$ cat config.mk
export PLATFORM = sky130hd
export DESIGN_NAME = result_stream_reader
export DESIGN_NICKNAME = d
export VERILOG_FILES = /design/src/rtl/conv_stream_pkg.sv /design/src/rtl/stream_skid_fifo.sv /design/src/rtl/result_stream_reader.sv
export SDC_FILE = /design/constraint.sdc
export NUM_CORES = 1
export LEC_CHECK = 0
export BUFFER_PORTS_ARGS = -buffer_cell sky130_fd_sc_hd__buf_2
export CAP_MARGIN = 40
export CORE_MARGIN = 1
export CORE_UTILIZATION = 55
export CTS_CLUSTER_DIAMETER = 120
export DETAILED_ROUTE_END_ITERATION = 6
export PLACE_DENSITY = 0.76
export SYNTH_ARGS = -nofsm -noshare
export SYNTH_HDL_FRONTEND = slang
export SYNTH_SLANG_ARGS = --single-unit
$ cat constraint.sdc
create_clock -name clk -period 5.7 [get_ports clk]
set_input_delay 1.14 -clock clk [delete_from_list [all_inputs] [get_ports clk]]
set_output_delay 1.14 -clock clk [all_outputs]
set_load 0.02 [all_outputs]
$ cat src/rtl/conv_stream_pkg.sv
// Shared types for the convolution result stream path: reader FSM states and the buffered beat.
// The beat carries a start-of-frame flag only when READER_SOF_EN is defined.
package conv_stream_pkg;

   localparam int DATA_W_DEF = 16;
   localparam int ADDR_W_DEF = 12;
   localparam int CNT_W_DEF  = 16;

   typedef enum logic [1:0] {
      IDLE,
      RUN,
      DRAIN
   } rd_state_t;

   typedef struct packed {
      logic [DATA_W_DEF-1:0] data;
      logic                  last;
      logic                  eof;
`ifdef READER_SOF_EN
      logic                  sof;
`endif
   } beat_t;

endpackage

$ cat src/rtl/stream_skid_fifo.sv
// Two-entry beat FIFO that soaks up the one-cycle memory read latency so the
// reader can keep issuing reads while the downstream stalls.
module stream_skid_fifo
   import conv_stream_pkg::*;
(
   input  logic       clk,
   input  logic       rst,
   input  logic       push,
   input  beat_t      push_beat,
   input  logic       pop,
   output beat_t      head,
   output logic [1:0] occupancy
);

   beat_t      mem [2];
   logic       wr_ptr;
   logic       rd_ptr;
   logic [1:0] count;

   always_ff @(posedge clk or posedge rst) begin
      if (rst) begin
         mem[0] <= '0;
         mem[1] <= '0;
         wr_ptr <= 1'b0;
         rd_ptr <= 1'b0;
         count  <= 2'd0;
      end else begin
         if (push) begin
            mem[wr_ptr] <= push_beat;
            wr_ptr      <= ~wr_ptr;
         end
         if (pop) begin
            rd_ptr <= ~rd_ptr;
         end
         count <= count + {1'b0, push} - {1'b0, pop};
      end
   end

   assign head      = mem[rd_ptr];
   assign occupancy = count;

endmodule

$ cat src/rtl/result_stream_reader.sv
// Walks the result memory in raster order and streams it out as valid/ready beats.
// Define READER_SOF_EN to add the m_sof output marking the first beat of each frame.
module result_stream_reader
   import conv_stream_pkg::*;
#(
   parameter int DATA_W = DATA_W_DEF,
   parameter int ADDR_W = ADDR_W_DEF,
   parameter int CNT_W  = CNT_W_DEF
) (
   input  logic              clk,
   input  logic              rst,
   input  logic              start,
   input  logic [CNT_W-1:0]  width,
   input  logic [CNT_W-1:0]  height,
   output logic              mem_rd_en,
   output logic [ADDR_W-1:0] mem_addr,
   input  logic [DATA_W-1:0] mem_rdata,
   output logic              m_valid,
   input  logic              m_ready,
   output logic [DATA_W-1:0] m_data,
   output logic              m_last,
   output logic              m_eof,
`ifdef READER_SOF_EN
   output logic              m_sof,
`endif
   output logic              busy,
   output logic              done
);

   localparam logic [CNT_W-1:0]  CNT_ONE  = 1;
   localparam logic [ADDR_W-1:0] ADDR_ONE = 1;

   rd_state_t         state, state_nxt;
   logic [CNT_W-1:0]  w_q, h_q, col, row;
   logic [ADDR_W-1:0] addr;
   logic              done_nxt;
   logic              start_ok, issue, pop;
   logic              at_row_end, at_frame_end;
   logic [1:0]        occupancy;
   beat_t             head, push_beat;

   logic              vld_p1, last_p1, eof_p1;
`ifdef READER_SOF_EN
   logic              sof_p1;
`endif

   assign start_ok     = (state == IDLE) && start && (width != '0) && (height != '0);
   assign at_row_end   = (col == w_q - CNT_ONE);
   assign at_frame_end = at_row_end && (row == h_q - CNT_ONE);
   assign pop          = m_valid & m_ready;
   // A read is only issued if its data is guaranteed a free FIFO slot on arrival.
   assign issue        = (state == RUN) &&
                         (({1'b0, occupancy} + {2'b0, vld_p1}) < (3'd2 + {2'b0, pop}));

   always_comb begin
      state_nxt = state;
      done_nxt  = 1'b0;
      case (state)
         IDLE: begin
            if (start) begin
               if ((width != '0) && (height != '0)) state_nxt = RUN;
               else                                 done_nxt  = 1'b1;
            end
         end
         RUN: begin
            if (issue && at_frame_end) state_nxt = DRAIN;
         end
         DRAIN: begin
            if (!vld_p1 && (occupancy == {1'b0, pop})) begin
               state_nxt = IDLE;
               done_nxt  = 1'b1;
            end
         end
         default: state_nxt = IDLE;
      endcase
   end

   // Stage p1: read in flight; flags ride alongside until the data returns.
   always_ff @(posedge clk or posedge rst) begin
      if (rst) begin
         state   <= IDLE;
         done    <= 1'b0;
         w_q     <= '0;
         h_q     <= '0;
         col     <= '0;
         row     <= '0;
         addr    <= '0;
         vld_p1  <= 1'b0;
         last_p1 <= 1'b0;
         eof_p1  <= 1'b0;
`ifdef READER_SOF_EN
         sof_p1  <= 1'b0;
`endif
      end else begin
         state   <= state_nxt;
         done    <= done_nxt;
         vld_p1  <= issue;
         last_p1 <= at_row_end;
         eof_p1  <= at_frame_end;
`ifdef READER_SOF_EN
         sof_p1  <= (row == '0) && (col == '0);
`endif
         if (start_ok) begin
            w_q  <= width;
            h_q  <= height;
            col  <= '0;
            row  <= '0;
            addr <= '0;
         end else if (issue) begin
            addr <= addr + ADDR_ONE;
            if (at_row_end) begin
               col <= '0;
               if (row != h_q - CNT_ONE) row <= row + CNT_ONE;
            end else begin
               col <= col + CNT_ONE;
            end
         end
      end
   end

   // Stage p2: returned data joins its flags and enters the output buffer.
   always_comb begin
      push_beat      = '0;
      push_beat.data = mem_rdata;
      push_beat.last = last_p1;
      push_beat.eof  = eof_p1;
`ifdef READER_SOF_EN
      push_beat.sof  = sof_p1;
`endif
   end

   stream_skid_fifo u_fifo (
      .clk       (clk),
      .rst       (rst),
      .push      (vld_p1),
      .push_beat (push_beat),
      .pop       (pop),
      .head      (head),
      .occupancy (occupancy)
   );

   assign mem_rd_en = issue;
   assign mem_addr  = addr;
   assign m_valid   = (occupancy != 2'd0);
   assign m_data    = head.data;
   assign m_last    = head.last;
   assign m_eof     = head.eof;
`ifdef READER_SOF_EN
   assign m_sof     = head.sof;
`endif
   assign busy      = (state != IDLE);

endmodule

==> results of run 1 <==
[through the flow]
stage                     power [mW]  util [%]  instances  cell area (um2)
after global routing           4.122     66.98        938             7779
after floorplan                2.498         -        697             6668
after detailed placement       2.916     62.43        908             7251
final                          3.898     66.98        938             7779
after global placement         2.833     62.07        905             7208
after CTS                      3.909     66.98        938             7779
[worst reg2reg max path, cell delays in order (launching register included)]
cell	delay, ns
dfrtp_1	0.46
or4_4	0.59
or4b_4	0.59
and3_1	0.21
o41a_1	0.40
o2111ai_2	0.29
nand3_2	0.39
or4_1	0.61
nand2_1	0.08
[cells by family after synthesis]
| group | after synthesis | share of synthesized area, % |
|---|---|---|
| simple gates | 313 | 23.89 |
| buf+inv | 42 | 2.627 |
| flops | 122 | 45.79 |
| xor+xnor | 53 | 6.962 |
| mux | 58 | 9.720 |
| fa+ha+maj | 9 | 1.689 |
| compound gates | 100 | 9.327 |
[layer usage]
metal	vias up	GRT usage (%)	share of wire [%]
li1	2672	-	-
met1	2714	33.99	44
met2	183	42.53	49
met3	29	5.940	5.6
met4	0	8.978	1.8
met5	-	0	0
[worst paths after layout]
kind | start | cells past startpoint | endpoint
setup / recovery | h_q[5] | 8 | row[7]
hold / removal | state[0] | 1 | done
min in group asynchronous | rst | 2 | w_q[0]
setup reg to reg | h_q[5] | 8 | row[7]
hold reg to reg | state[0] | 1 | done
max in group asynchronous | rst | 4 | u_fifo.mem[22]
[flip-flops by register name, summed over array words and instances, names as in the netlist]
register,cells
u_fifo.rd_ptr,1
w_q,16
row,16
col,16
done,1
mem_addr,12
u_fifo.occupancy,2
u_fifo.wr_ptr,1
eof_p1,1
last_p1,1
vld_p1,1
h_q,16
u_fifo.mem,36
state,2
[cells in the mapped netlist, drive strengths merged (2+ instances only)]
cell type | instances | share of area, %
o21ai | 30 | 2.3
o22ai | 3 | 0.28
xor2 | 20 | 2.6
nor4 | 23 | 2.5
nor4b | 3 | 0.39
nand3b | 5 | 0.56
a21oi | 30 | 2.3
ha | 9 | 1.7
nor3 | 13 | 0.98
buf | 3 | 0.41
inv | 16 | 0.90
o2111ai | 3 | 0.49
nand2 | 123 | 6.9
or4 | 6 | 0.73
and3 | 17 | 1.6
a32o | 3 | 0.45
clkbuf | 22 | 1.3
xnor2 | 33 | 4.3
mux2i | 4 | 0.60
nand2b | 13 | 1.2
and2 | 2 | 0.19
nand3 | 20 | 1.6
nor2b | 3 | 0.28
o2111a | 2 | 0.34
and4 | 2 | 0.26
mux2 | 54 | 9.1
or4b | 3 | 0.51
a31oi | 11 | 1.0
nor3b | 5 | 0.56
or3 | 15 | 1.4
a211oi | 5 | 0.56
nor2 | 42 | 2.4
nand4 | 14 | 1.3
dfrtp | 122 | 46
[power breakdown]
group,internal [mW],switching [mW],leakage (nW)
registers,1.12,0.281,1.55
logic,0.679,0.846,1.70
clock network,0.602,0.369,0.256
total,2.40,1.50,3.51
[placed cells by master, fill, tap and decap left out, types with 3 or more instances in the layout]
cell       count
a32o_1         3
or3_1         15
nor4_1        21
mux2i_1        4
inv_1         15
nor3_1        13
nand2b_1      13
nand3_1       19
nor3b_1        5
buf_2         86
a21oi_1       30
clkbuf_1       4
mux2_2        54
nor2_1        41
nor4b_1        3
nand3b_1       5
or4_1          5
o21ai_1        4
nor2b_1        3
buf_4          5
a31oi_1       11
a211oi_1       5
xnor2_1       33
nand4_1       14
clkinv_2       4
nand2_1      123
ha_1           9
o21ai_0       26
and3_1        17
o22ai_1        3
xor2_1        20
dfrtp_1      122
clkbuf_16     17
[area by class of cell]
cell class | count | area [um2]
fillers | 958 | 3835
multi-input cells | 533 | 3447
flip-flops and latches | 122 | 3053
repair buffers | 93 | 505.5
clock buffers | 22 | 454.2
well taps | 143 | 178.9
clock inverters | 8 | 73.82
inverters | 17 | 66.31
==> impl_metrics.env, run 1 <==
export IMPL_diodes=0
export IMPL_drt_wl_total_um=15520
export IMPL_place_gp_congestion=0.8991
export IMPL_clk_insertion_delay_late_ns=0.42
export IMPL_wl_per_cell_um=16.55
export IMPL_path_cells="or4_4 > or4b_4 > and3_1 > o41a_1 > o2111ai_2 > nand3_2 > or4_1 > nand2_1"
export IMPL_cts_tree="built"
export IMPL_final_net_count=845
export IMPL_synth_ff_type="dfrtp_1"
export IMPL_die_x_um=112.1
export IMPL_dp_hpwl_um=10910
export IMPL_pre_cts_slack_ns=2.075
export IMPL_cts_buffers_inserted=17
export IMPL_initial_utilization_pct=57.41
export IMPL_root_buffer="clkbuf_16"
export IMPL_worstSetupPathType="reg2reg"
export IMPL_htree_levels=4
export IMPL_synthArstFlopShare_pct=100.0
export IMPL_crit_buf_inv=0
export IMPL_clk_path_buf_depth=2
export IMPL_vdd_drop_max_uv=281.9
export IMPL_tightest_slew_ns=0.8322
export IMPL_slew_headroom_pct=44.52
export IMPL_outcome="finished, violations left"
export IMPL_finalCritPeriodShare_pct=64.52
export IMPL_grt_first_pass_wirelength_um=25810
export IMPL_grt_start_max_net_pins=70
export IMPL_synth_seq_area_share_pct=45.79
export IMPL_path_clk_slew_ns=0.05
export IMPL_layout_setup_ws_ns=2.023
export IMPL_hold_ws_ns=0.4553
export IMPL_max_stage_delay_ns=0.60
export IMPL_synthesis_nets=758
export IMPL_die_y_um=112.1
export IMPL_slew_violations=0
export IMPL_grt_pass1_vias=5408
export IMPL_num_vias=5598
export IMPL_final_setup_viol_count=0
export IMPL_num_rows=39
export IMPL_numClockSinks=122
export IMPL_rrSetupSlack_ns=2.02
export IMPL_worstPathRequired_ns=6.05
export IMPL_ios=86
export IMPL_maxCapViolCount=0
export IMPL_drt_pass1_iter_count=7
export IMPL_drc=10
export IMPL_setup_tns_ns=0
export IMPL_core_area_mm2=0.01161
export IMPL_cts_resized_gates=0
export IMPL_grt_setup_unrepaired="false"
export IMPL_skew_ns=0.007449
export IMPL_die_area_mm2=0.01257
export IMPL_drt_iter0_markers=442
export IMPL_track_usage_pct=25.92
export IMPL_syn2layout_area_growth_pct=16.66
export IMPL_p_leak_nw=3.509
export IMPL_min_path_type="reg2reg"
export IMPL_syn_area_mm2=0.006668
export IMPL_cp_slowest_cell="or4_1"
export IMPL_crit_family="simple AND/OR/NAND/NOR gates"
export IMPL_synthCells=697
export IMPL_yosys_warnings=0
export IMPL_place_port_buffers=85
export IMPL_critPathLaunchType="flip-flop"
export IMPL_hold_violations=0
export IMPL_final_antenna_net_count=0
export IMPL_routed_via_density=5.968
export IMPL_drive_above_1_share_pct=23.14
export IMPL_gr_total_overflow=0
export IMPL_synth_seq_cells=122
export IMPL_p_per_area_mw_per_mm2=501.1
export IMPL_cts_hold_buf=0
export IMPL_path_max_fanout=23
export IMPL_period_needed_ns=3.677
export IMPL_synth_edf_count=0
export IMPL_avgSynthCellArea_um2=9.566
export IMPL_max_freq_mhz=271.9
export IMPL_synthDistinctLibCells=61
export IMPL_violations="design-rule violations"
export IMPL_crit_path_end_kind="flip-flop"
export IMPL_cp_arrival_ns=4.02
export IMPL_cts_setup_buffers=0
export IMPL_antenna_found_initial=0
No activity file was read; power rests on OpenSTA's default activity.
==> run 2: changes to the inputs <==
CORE_UTILIZATION = 53   (was 55)
PLACE_DENSITY = 0.77   (was 0.76)
clock period = 3.2 ns   (was 5.7 ns; I/O delays follow)
==> impl_metrics.env, run 2 (synthesized netlist as in run 1, its figures left out) <==
export IMPL_clk_insertion_delay_late_ns=0.42
export IMPL_hold_violations=0
export IMPL_cp_slowest_cell="or4_4"
export IMPL_final_net_count=871
export IMPL_clk_path_buf_depth=2
export IMPL_cts_tree="built"
export IMPL_grt_first_pass_wirelength_um=25630
export IMPL_outcome="finished, violations left"
export IMPL_tightest_slew_ns=0.8176
export IMPL_grt_start_max_net_pins=71
export IMPL_p_per_area_mw_per_mm2=888.3
export IMPL_slew_violations=0
export IMPL_die_y_um=114.2
export IMPL_finalPower_mw=7.172
export IMPL_numClockSinks=122
export IMPL_routed_via_density=5.756
export IMPL_seqCellArea_mm2=0.003053
export IMPL_critPathLaunchType="flip-flop"
export IMPL_place_gp_congestion=0.9177
export IMPL_skew_ns=0.005258
export IMPL_path_clk_slew_ns=0.05
export IMPL_slew_headroom_pct=45.49
export IMPL_max_stage_delay_ns=0.55
export IMPL_violations="negative setup slack"
export IMPL_dp_hpwl_um=11070
export IMPL_core_area_mm2=0.01216
export IMPL_num_vias=5698
export IMPL_worstSetupPathType="reg2reg"
export IMPL_drive_above_1_share_pct=26.03
export IMPL_drc=0
export IMPL_ios=86
export IMPL_min_path_type="in2async"
export IMPL_cts_buffers_inserted=17
export IMPL_path_max_fanout=19
export IMPL_layout_setup_ws_ns=-0.01641
export IMPL_grt_setup_unrepaired="true"
export IMPL_htree_levels=4
export IMPL_p_leak_nw=3.673
export IMPL_final_core_util_pct=66.39
export IMPL_final_setup_viol_count=3
export IMPL_multiInputGateArea_mm2=0.003465
export IMPL_crit_path_end_kind="flip-flop"
export IMPL_period_needed_ns=3.216
export IMPL_cts_hold_buf=0
export IMPL_largest_reg_flops=36
export IMPL_finalCritPeriodShare_pct=100.5
export IMPL_fillers=962
export IMPL_place_port_buffers=85
export IMPL_final_cell_mix="123 x nand2_1, 122 x dfrtp_1, 85 x buf_2"
export IMPL_gr_total_overflow=0
export IMPL_maxCapViolCount=0
export IMPL_syn2layout_area_growth_pct=21.09
export IMPL_crit_buf_inv=1
export IMPL_path_cells="or4_4 > or4b_4 > nor3b_1 > o41a_1 > o2111ai_2 > nand3_2 > buf_12 > nor4_4 > mux2i_1"
export IMPL_cp_arrival_ns=3.55
export IMPL_initial_utilization_pct=54.83
export IMPL_crit_family="simple AND/OR/NAND/NOR gates"
export IMPL_die_area_mm2=0.01303
export IMPL_track_usage_pct=25.36
export IMPL_antenna_found_initial=0
export IMPL_drt_iter0_markers=393
export IMPL_final_common_cell="nand2_1"
export IMPL_drt_pass1_iter_count=5
export IMPL_final_antenna_net_count=0
export IMPL_num_rows=40
export IMPL_worstPathRequired_ns=3.54
export IMPL_top_register="u_fifo.mem"
export IMPL_die_x_um=114.2
export IMPL_drt_wl_total_um=15680
export IMPL_grt_pass1_vias=5430
export IMPL_max_freq_mhz=310.9
export IMPL_vdd_drop_max_uv=487.5
export IMPL_setup_tns_ns=-0.04203
export IMPL_diodes=0
export IMPL_root_buffer="clkbuf_16"
export IMPL_hold_ws_ns=0.3188
export IMPL_wl_per_cell_um=15.84
[run 2: worst register-to-register path, delay by kind of cell (launching register included)]
kind / cells / cell delay, ns
mux: 1 / 0.24
simple gates: 5 / 1.69
buf+inv: 1 / 0.18
flops: 1 / 0.38
compound gates: 2 / 0.66
[run 2: cell type report]
class                      count  area share, %
clock inverter                 8         0.8678
tap                          168          2.603
multi-input combinational    533          42.91
timing repair buffer         119          9.050
inverter                      17         0.8368
sequential                   122          37.81
clock buffer                  23          5.920
[run 2: report_power, final]
part / total, mW / internal (mW) / switching, mW
logic: 2.96 / 1.36 / 1.61
clock network: 1.78 / 1.11 / 0.662
registers: 2.43 / 2.00 / 0.433
[run 2: path summary, 6_finish.rpt]
kind	start	end	slack (ns)	cells after the start
worst max register to register	h_q[9]	row[13]	-0.02	9
min in group clk	width[9]	w_q[9]	0.42	3
worst min register to register	state[0]	done	0.48	1
worst max-delay path	h_q[9]	row[13]	-0.02	9
worst min-delay path	rst	u_fifo.mem[23]	0.32	3
max in group asynchronous	rst	h_q[4]	2.54	3
[run 2: timing repair]
item,in CTS,in global routing
buffers inserted,1,1
pin swaps,0,1
resized for setup,1,1
setup endpoints to repair,5,21
cloned,0,0
[run 2: routing by layer]
layer	global-route usage [%]	up-vias	wire length (um)
li1	-	2737	-
met5	0	-	0
met4	8.052	0	217
met1	31.69	2751	6878
met2	41.90	182	7643
met3	8.047	28	937
[run 2: stage by stage]
stage | std cells | instance area [um2] | worst slack [ns]
global placement | 956 | 7482 | 0.02275
CTS | 989 | 8061 | -0.01148
finish | 990 | 8074 | -0.01641
detailed placement | 957 | 7502 | -0.05090
global route | 990 | 8074 | -0.1381
floorplan | 697 | 6680 | 0.007702
